===== config.mk =====
export PLATFORM = sky130hd
export DESIGN_NAME = bg_row_loader
export DESIGN_NICKNAME = d
export VERILOG_FILES = /design/src/rtl/bg_row_loader.sv
export SDC_FILE = /design/constraint.sdc
export NUM_CORES = 1
export LEC_CHECK = 0
export BUFFER_PORTS_ARGS = -buffer_cell sky130_fd_sc_hd__buf_4
export CAP_MARGIN = 20
export CORE_MARGIN = 2
export CORE_UTILIZATION = 28
export CTS_CLUSTER_SIZE = 16
export DETAILED_ROUTE_END_ITERATION = 7
export SYNTH_ARGS = -nofsm -noshare
export SYNTH_HDL_FRONTEND = slang
export SYNTH_SLANG_ARGS = --single-unit

===== constraint.sdc =====
create_clock -name clk -period 4.1 [get_ports clk]
set_input_delay 1.23 -clock clk [delete_from_list [all_inputs] [get_ports clk]]
set_output_delay 1.23 -clock clk [all_outputs]
set_load 0.02 [all_outputs]

===== src/rtl/bg_row_loader.sv =====
// Background name-table row loader: copies one 8-word map row from ROM into a name-table row.
// Optional `define BG_LOADER_WAIT_VBLANK_EN restricts name-table writes to vblank.
module bg_row_loader #(
  parameter int MAP_ADDR_W = 12,
  parameter int NT_ROWS    = 30
) (
  input  logic                  clk,
  input  logic                  rst,
  input  logic                  vblank,
  input  logic                  load_req,
  input  logic [MAP_ADDR_W-4:0] load_map_row,
  input  logic [4:0]            load_nt_row,
  input  logic                  load_commit,
  output logic                  load_busy,
  output logic                  load_done,
  output logic                  load_err,
  output logic [MAP_ADDR_W-1:0] map_rom_addr,
  input  logic [31:0]           map_rom_data,
  output logic                  nt_we,
  output logic [7:0]            nt_waddr,
  output logic [31:0]           nt_wdata,
  output logic [4:0]            scroll_row
);

  typedef enum logic [1:0] {IDLE, FETCH, STREAM, DONE} state_t;

  localparam logic [5:0] NT_ROWS_L = 6'(NT_ROWS);

  state_t                state_q;
  logic [MAP_ADDR_W-4:0] map_row_q;
  logic [4:0]            nt_row_q;
  logic                  commit_q;
  logic [2:0]            rd_idx_q;
  logic [2:0]            wr_idx_q;
  logic                  valid_q;
  logic                  busy_q;
  logic                  done_q;
  logic                  err_q;
  logic [4:0]            scroll_q;
  logic                  go;
  logic                  row_ok;

  function automatic logic [2:0] sat_inc(input logic [2:0] v);
    return (v == 3'd7) ? 3'd7 : v + 3'd1;
  endfunction

`ifdef BG_LOADER_WAIT_VBLANK_EN
  assign go = vblank;
`else
  logic unused_vblank;
  assign unused_vblank = vblank;
  assign go = 1'b1;
`endif

  assign row_ok = ({1'b0, load_nt_row} < NT_ROWS_L);

  // valid_q marks that map_rom_data currently holds the word for wr_idx_q
  always_ff @(posedge clk) begin
    if (rst) begin
      state_q   <= IDLE;
      map_row_q <= '0;
      nt_row_q  <= '0;
      commit_q  <= 1'b0;
      rd_idx_q  <= '0;
      wr_idx_q  <= '0;
      valid_q   <= 1'b0;
      busy_q    <= 1'b0;
      done_q    <= 1'b0;
      err_q     <= 1'b0;
      scroll_q  <= '0;
    end else begin
      done_q <= 1'b0;
      err_q  <= 1'b0;
      case (state_q)
        IDLE: begin
          rd_idx_q <= '0;
          wr_idx_q <= '0;
          valid_q  <= 1'b0;
          if (load_req) begin
            if (row_ok) begin
              map_row_q <= load_map_row;
              nt_row_q  <= load_nt_row;
              commit_q  <= load_commit;
              busy_q    <= 1'b1;
              state_q   <= FETCH;
            end else begin
              err_q <= 1'b1;
            end
          end
        end
        FETCH: begin
          if (go) begin
            rd_idx_q <= sat_inc(rd_idx_q);
            valid_q  <= 1'b1;
            state_q  <= STREAM;
          end
        end
        STREAM: begin
          if (!go) begin
            // Stall: re-aim the ROM at the word still waiting to be written
            rd_idx_q <= wr_idx_q;
            valid_q  <= 1'b0;
          end else begin
            rd_idx_q <= sat_inc(rd_idx_q);
            valid_q  <= 1'b1;
            if (valid_q) begin
              wr_idx_q <= wr_idx_q + 3'd1;
              if (wr_idx_q == 3'd7) begin
                state_q <= DONE;
                valid_q <= 1'b0;
                busy_q  <= 1'b0;
                done_q  <= 1'b1;
                if (commit_q) scroll_q <= nt_row_q;
              end
            end
          end
        end
        DONE: begin
          rd_idx_q <= '0;
          wr_idx_q <= '0;
          state_q  <= IDLE;
        end
        default: state_q <= IDLE;
      endcase
    end
  end

  assign load_busy    = busy_q;
  assign load_done    = done_q;
  assign load_err     = err_q;
  assign map_rom_addr = {map_row_q, rd_idx_q};
  assign nt_we        = valid_q & go;
  assign nt_waddr     = {nt_row_q, wr_idx_q};
  assign nt_wdata     = map_rom_data;
  assign scroll_row   = scroll_q;

endmodule


## Yosys cells after proc, flatten, opt, wreduce, memory -nomap -nowiden

Cells that the tools add are included.

- Bits in registers: 32
- Bits of input ports: 51
- Output and inout bits: 61
- Logic and storage cells: 59

- Add/subtract/negate cells: 2
- Order comparisons: 1
- Equality and inequality tests: 9
- Mux-type cells: 19
- Bitwise logic cells: 4
- Reduce and logical (&&, ||, !) cells: 13

Operators by type and width:

| cell | number |
|---|---|
| 3-bit case mux with 2 select lines | 2 |
| 1-bit 2-to-1 mux | 8 |
| 2-bit 2-to-1 mux | 4 |
| 2-bit != test, second input constant | 4 |
| 2-bit case mux with 4 select lines | 1 |
| 4-bit AND reduction | 2 |
| 3-bit by 1-bit adder with 3-bit output, second input constant | 2 |
| 3-bit equality test, second input constant | 2 |
| 3-bit 2-to-1 mux | 2 |
| 3-bit OR reduction | 2 |
| 5-bit < comparator, second input constant | 1 |
| 5-bit AND reduction | 1 |
| 2-bit equality test, second input constant | 2 |
| 1-bit NOT | 4 |
| 2-bit nonzero test | 2 |
| 2-bit OR reduction | 2 |
| 1-bit case mux with 3 select lines | 1 |
| 3-bit AND reduction | 1 |
| 3-bit nonzero test | 1 |
| 2-bit by 1-bit equality test with 1-bit output, second input constant | 1 |
| 2-bit zero test | 1 |
| 1-bit case mux with 2 select lines | 1 |
| 2-bit AND reduction | 1 |

## Logic depth before layout (Yosys ltp)

Gate-level depths: netlist of run 1.

- Depth in word-level cells: 4
- Gate-level depth with buffers: 7
- Gate-level depth less buffers: 5

## Worst setup path after synthesis of run 1

OpenSTA, ideal clock, no wires.

- Path kind: input to output
- Start point: input port map_rom_data[0]
- End point: output port nt_wdata[0]
- Data arrival time: 1364 ps
- Required time: 2870 ps
- Path slack: 1506 ps
- Stages: 1
- Buffers on the path: 1
- Cell sequence: buf_4

RTL lines:

| element | line | text |
|---|---|---|
| from (decl) | 18 | `input logic [31:0] map_rom_data,` |
| to (decl) | 21 | `output logic [31:0] nt_wdata,` |

No word-level cell between the ends.

## Final worst setup path of run 1

- Start point: input port map_rom_data[17]
- End point: output port nt_wdata[17]

No word-level cell between the ends.

==> out/results.txt, run 1 <==
Outcome: finished, final reports clean
RSZ-0062 raised after global routing: false
Setup TNS: 0 ns
Worst Hold Class: flop to flop
Worst path depth: 0
Hpwl dp: 2.46 mm
Clk sinks: 32
Diodes inserted: 0
Fin cells: 279
Largest net degree at the start of global routing: 32
Global-route wire length before repair: 6.09 mm
CTS Root Buffer Type: clkbuf_8
P per Cell Area: 570 nW/µm²
Die W: 80.3 µm
Clock buffer count from CTS: 5
Slew Limit Headroom: 0.492
Reg2reg end: load_busy
Via density per instance: 4.72
Share of cells above drive strength 1: 0.271
Worst R2R Start: state_q[0]
Die area: 6450 µm²
Finish-stage setup viols: 0
PortBufs: 46
Min Hold Slack: 0.459 ns
Detailed-router iteration count before antenna repair: 4
Die H: 80.3 µm
Congestion Overflow GR: 0
GP Congestion: 0.717
Post_cts resized: 0
WP data required: 2.87 ns
CP Data Arrival Time: 1.23 ns
Hold buffer count at CTS: 0
HP Start: scroll_row[2]
Post-Syn Area per Cell: 8.32 µm²
Dpl cells: 271
Routed WL: 3.54 mm
CP startpoint kind: input port
Post-synth net total: 256
Post-CTS setup buffers: 0
Initial DRC count: 57
Core region area: 5570 µm²
Initial core utilization: 0.292
H-tree levels: 2
Row Count: 27
VDD IR-drop max: 0.181 mV
R2R depth: 5
Netlist cell types: 30
GRT Total Usage: 0.122
Vias: 1317
Kind of critical path: input port to output port
Area Overhead vs Synth: 15.8%
Static leakage: 0.799 nW
Final ANT Viol Nets: 0
Synth Instances: 196
Hold Path End: scroll_row[2]
Yosys warnings: 0
# DRC: 0
Max-slew violation count: 0
Final period utilization: 0.600
Filler Cells Inserted: 606
Later-pin clock latency in the skew report: 0.29 ns
Synth Cell Area: 1630 µm²
Max FO, Critical Path: 1
Number of global-route vias before repair: 1294
Yosys reg bits: 32
Max clock buf depth: 2
Cell Area, Placed: 1780 µm²
I/O Pins: 112
Reg2Reg Setup Slack: 2.39 ns
Initial antenna violation count: 0
CP endpoint kind: output port
Minimum clock period: 2.46 ns
Wire per inst: 12.7 µm
CTS tree: done
Final nets: 266
Hold Crit Depth: 2
Max_cap viols: 0
Clock transition at the registers of the reported paths: 0.07 ns
Actual slew at the worst max-slew pin: 0.760 ns
Sequential fraction of the synthesis area: 0.393
Achievable Freq: 406 MHz
Setup Skew: 0.00869 ns
Final instance area: 1890 µm²
Final Hold Fails: 0
[cell families (layout without fill, tap and decap cells)]
| family | after synthesis | in the layout | synth area share |
|---|---|---|---|
| compound gates | 47 | 47 | 0.160 |
| fa+ha+maj | 9 | 9 | 0.0691 |
| buf+inv | 48 | 59 | 0.189 |
| flops | 32 | 32 | 0.393 |
| mux | 1 | 1 | 0.00614 |
| simple gates | 59 | 59 | 0.183 |
[routing by layer]
metal / track usage / share of wire / wire, µm / vias up
met1: 0.143 / 0.43 / 1520 / 597
met2: 0.193 / 0.46 / 1630 / 51
met4: 0.0627 / 0.021 / 76 / 0
met5: 0 / 0 / 0 / -
met3: 0.0472 / 0.088 / 311 / 10
li1: - / - / - / 659
[through the flow]
stage | utilization | setup WS, ns | total power, W
final | 0.339 | 1.64 | 0.00108
after global routing | 0.339 | 1.62 | 0.00115
after CTS | 0.339 | 1.64 | 0.00110
after detailed placement | 0.319 | 1.48 | 0.000789
after global placement | 0.319 | 1.49 | 0.000783
after floorplan | - | 1.51 | 0.000709
[worst max-delay path by stage]
| stage | startpoint | endpoint | slack [ns] |
|---|---|---|---|
| floorplan | map_rom_data[0] | nt_wdata[0] | 1.51 |
| global placement | load_nt_row[3] | load_busy | 1.49 |
| detailed placement | load_nt_row[3] | load_busy | 1.48 |
| CTS | map_rom_data[17] | nt_wdata[17] | 1.64 |
| global route | load_nt_row[3] | load_busy | 1.62 |
| finish | map_rom_data[17] | nt_wdata[17] | 1.64 |
[state kept, by name, summed over array words and instances, names as in the netlist]
register    cells
load_busy       1
load_err        1
map_row_q       9
nt_row_q        5
commit_q        1
wr_idx_q        3
rd_idx_q        3
scroll_row      5
state_q         2
load_done       1
nt_we           1
[cells in the mapped netlist]
cell type,n,area share
nor2_1,9,0.021
and2_1,1,0.0038
a21oi_1,27,0.083
mux2i_1,1,0.0061
clkbuf_1,3,0.0069
and3_1,2,0.0077
a211oi_1,1,0.0046
nor3_1,6,0.018
ha_1,9,0.069
buf_4,32,0.15
or3_1,1,0.0038
a221o_1,1,0.0061
inv_1,5,0.012
nand3_1,16,0.049
o31a_1,1,0.0054
a21boi_0,1,0.0046
a211oi_2,1,0.0077
dfxtp_1,32,0.39
buf_1,2,0.0046
nor2b_1,4,0.015
clkbuf_2,1,0.0031
and3b_1,1,0.0054
and4_4,1,0.0069
buf_2,5,0.015
nand2_1,12,0.028
nand4_1,3,0.012
nand2b_1,2,0.0077
o211ai_1,2,0.0092
nor3b_1,1,0.0046
o21ai_0,13,0.040
[cell usage in the layout, fill, tap and decap left out, drive strengths merged]
| cell | count |
|---|---|
| nand2b | 2 |
| nor3 | 6 |
| clkinv | 1 |
| nor2 | 9 |
| and2 | 1 |
| clkbuf | 5 |
| a211oi | 2 |
| and4 | 1 |
| a221o | 1 |
| nor3b | 1 |
| a21boi | 1 |
| nand3 | 16 |
| bufinv | 1 |
| nor2b | 4 |
| mux2i | 1 |
| nand4 | 3 |
| and3b | 1 |
| nand2 | 12 |
| o31a | 1 |
| ha | 9 |
| and3 | 2 |
| o211ai | 2 |
| a21oi | 27 |
| clkinvlp | 1 |
| or3 | 1 |
| dfxtp | 32 |
| o21ai | 13 |
| buf | 46 |
| inv | 5 |
[power by group]
| part | leakage (nW) | switching (W) | internal, W |
|---|---|---|---|
| combinational | 0.484 | 0.000215 | 0.000150 |
| sequential | 0.261 | 0.0000450 | 0.000364 |
| clock | 0.0541 | 0.000122 | 0.000180 |
[cell type report]
class                           count  area [µm²]  area share
Clock buffer                        5        68.8      0.0364
Clock inverter                      3        42.5      0.0225
Multi-Input combinational cell    116         682       0.361
Timing Repair Buffer               46         345       0.183
Inverter                            5        18.8     0.00994
Tap cell                           72        90.1      0.0477
Sequential cell                    32         641       0.339
(Power assumes the default switching activity.)
==> run 2: changes to the inputs <==
==> constraint.sdc (replaced) <==
create_clock -name clk -period 2.5 [get_ports clk]
set_input_delay 0.75 -clock clk [delete_from_list [all_inputs] [get_ports clk]]
set_output_delay 0.75 -clock clk [all_outputs]
set_load 0.02 [all_outputs]
==> out/results.txt, run 2 (same netlist as run 1, synthesis figures left out) <==
Outcome: finished, final reports clean (unchanged)
Detailed-router iteration count before antenna repair: 4 (unchanged)
R2R depth: 5 (unchanged)
Final nets: 267 (was 266)
Die H: 80.3 µm (unchanged)
# DRC: 0 (unchanged)
CP startpoint kind: flop (was input port)
Row Count: 27 (unchanged)
Later-pin clock latency in the skew report: 0.28 ns (was 0.29 ns)
Setup Skew: 0.00542 ns (was 0.00869 ns)
Core region area: 5570 µm² (unchanged)
Clock buffer count from CTS: 5 (unchanged)
I/O Pins: 112 (unchanged)
Largest net degree at the start of global routing: 32 (unchanged)
Worst Hold Class: flop to flop (unchanged)
CTS tree: done (unchanged)
Crit path buf inv count: 1
Global-route wire length before repair: 5.94 mm (was 6.09 mm)
CTS Root Buffer Type: clkbuf_8 (unchanged)
Final period utilization: 0.704
Actual slew at the worst max-slew pin: 0.568 ns (was 0.760 ns)
Max-slew violation count: 0 (unchanged)
Critical path's top delay family: flip-flops
Clk sinks: 32 (unchanged)
P per Cell Area: 931 nW/µm² (was 570 nW/µm²)
Max clock buf depth: 2 (unchanged)
Max FO, Critical Path: 11 (was 1)
GP Congestion: 0.700 (was 0.717)
Static leakage: 0.804 nW (was 0.799 nW)
Vias: 1301 (was 1317)
Reg2Reg Setup Slack: 0.81 ns (was 2.39 ns)
Initial core utilization: 0.292 (unchanged)
Wire per inst: 12.6 µm (was 12.7 µm)
Worst path depth: 1 (was 0)
Setup TNS: 0 ns (unchanged)
Max_cap viols: 0 (unchanged)
Total power: 0.00176 W (was 0.00108 W)
Via density per instance: 4.65 (was 4.72)
Critical path cell sequence: buf_4
RSZ-0062 raised after global routing: false (unchanged)
Area Overhead vs Synth: 16.3% (was 15.8%)
Commonest non-fill, non-tap cell in the layout: buf_4 (unchanged)
CP Data Arrival Time: 1.01 ns (was 1.23 ns)
Post-Route Utilization: 0.340 (was 0.339)
Slew Limit Headroom: 0.621 (was 0.492)
Initial antenna violation count: 0 (unchanged)
Post_cts resized: 0 (unchanged)
CP endpoint: nt_we (was nt_wdata[17])
GRT Total Usage: 0.119 (was 0.122)
Top reg by flops: map_row_q (unchanged)
Achievable Freq: 568 MHz
Share of cells above drive strength 1: 0.274 (was 0.271)
PortBufs: 46 (unchanged)
Diodes inserted: 0 (unchanged)
Final Hold Fails: 0 (unchanged)
Routed WL: 3.52 mm (was 3.54 mm)
VDD IR-drop max: 0.391 mV (was 0.181 mV)
CP Launch Point: nt_we (was map_rom_data[17])
Number of global-route vias before repair: 1311 (was 1294)
Minimum clock period: 1.76 ns
Congestion Overflow GR: 0 (unchanged)
H-tree levels: 2 (unchanged)
Hold buffer count at CTS: 0 (unchanged)
Kind of critical path: flop to output port (was input port to output port)
Largest stage delay, worst path: 0.52 ns
Worst R2R Start: state_q[0] (unchanged)
Reg2reg end: load_busy (unchanged)
Die W: 80.3 µm (unchanged)
Most frequent cells in the layout: buf_4 (47), dfxtp_1 (32), a21oi_1 (27), nand3_1 (16), o21ai_0 (13) (was buf_4 (46), dfxtp_1 (32), a21oi_1 (27), nand3_1 (16), o21ai_0 (13))
Initial DRC count: 38 (was 57)
Die area: 6450 µm² (unchanged)
CP endpoint kind: output port (unchanged)
CP max-delay cell: dfxtp_1
Clock transition at the registers of the reported paths: 0.07 ns (about the same)
Finish-stage setup viols: 0 (unchanged)
Post-CTS setup buffers: 0 (unchanged)
WP data required: 1.75 ns (was 2.87 ns)
Max reg flops: 9 (unchanged)
Hpwl dp: 2.45 mm (was 2.46 mm)
Final ANT Viol Nets: 0 (unchanged)
[run 2: cell count changes in the layout (fill, tap and decap cells not counted), sizes merged]
cell | before | now
buf | 46 | 47
[run 2: how the worst min path moves through the flow]
stage,startpoint,end,depth (start not counted)
3_3_place_gp,scroll_row[3],scroll_row[3],2
4_1_cts,scroll_row[3],scroll_row[3],2
5_1_grt,scroll_row[2],scroll_row[2],2
3_5_place_dp,scroll_row[3],scroll_row[3],2
6_report,scroll_row[4],scroll_row[4],2
2_1_floorplan,state_q[1],state_q[1],2
[run 2: cell type report]
class                   count  area, µm²
inverters                   5       18.8
well taps                  72       90.1
repair buffers             47        353
clock inverters             3       42.5
flip-flops and latches     32        641
fillers                   610       3680
clock buffers               5       68.8
multi-input cells         116        682
[run 2: report_power, final]
group | leakage (nW) | internal [W] | switching [W]
Clock | 0.0541 | 0.000295 | 0.000200
Combinational | 0.488 | 0.000246 | 0.000352
Sequential | 0.261 | 0.000598 | 0.0000735
Total | 0.804 | 0.00114 | 0.000626
[run 2: per-stage QoR]
stage / instances / hold slack [ns] / instance area (µm²) / setup WS, ns
2_1_floorplan: 196 / 0.499 / 1630 / 0.866
3_3_place_gp: 272 / 0.450 / 1780 / 0.702
3_5_place_dp: 272 / 0.449 / 1780 / 0.694
4_1_cts: 280 / 0.460 / 1900 / 0.731
5_1_grt: 280 / 0.489 / 1900 / 0.668
6_report: 280 / 0.459 / 1900 / 0.740
[run 2: layer usage]
| layer | GRT usage | wire length, µm | up-vias |
|---|---|---|---|
| met5 | 0 | 0 | - |
| met2 | 0.194 | 1570 | 38 |
| met1 | 0.140 | 1640 | 589 |
| li1 | - | - | 664 |
| met3 | 0.0416 | 237 | 10 |
| met4 | 0.0559 | 68 | 0 |
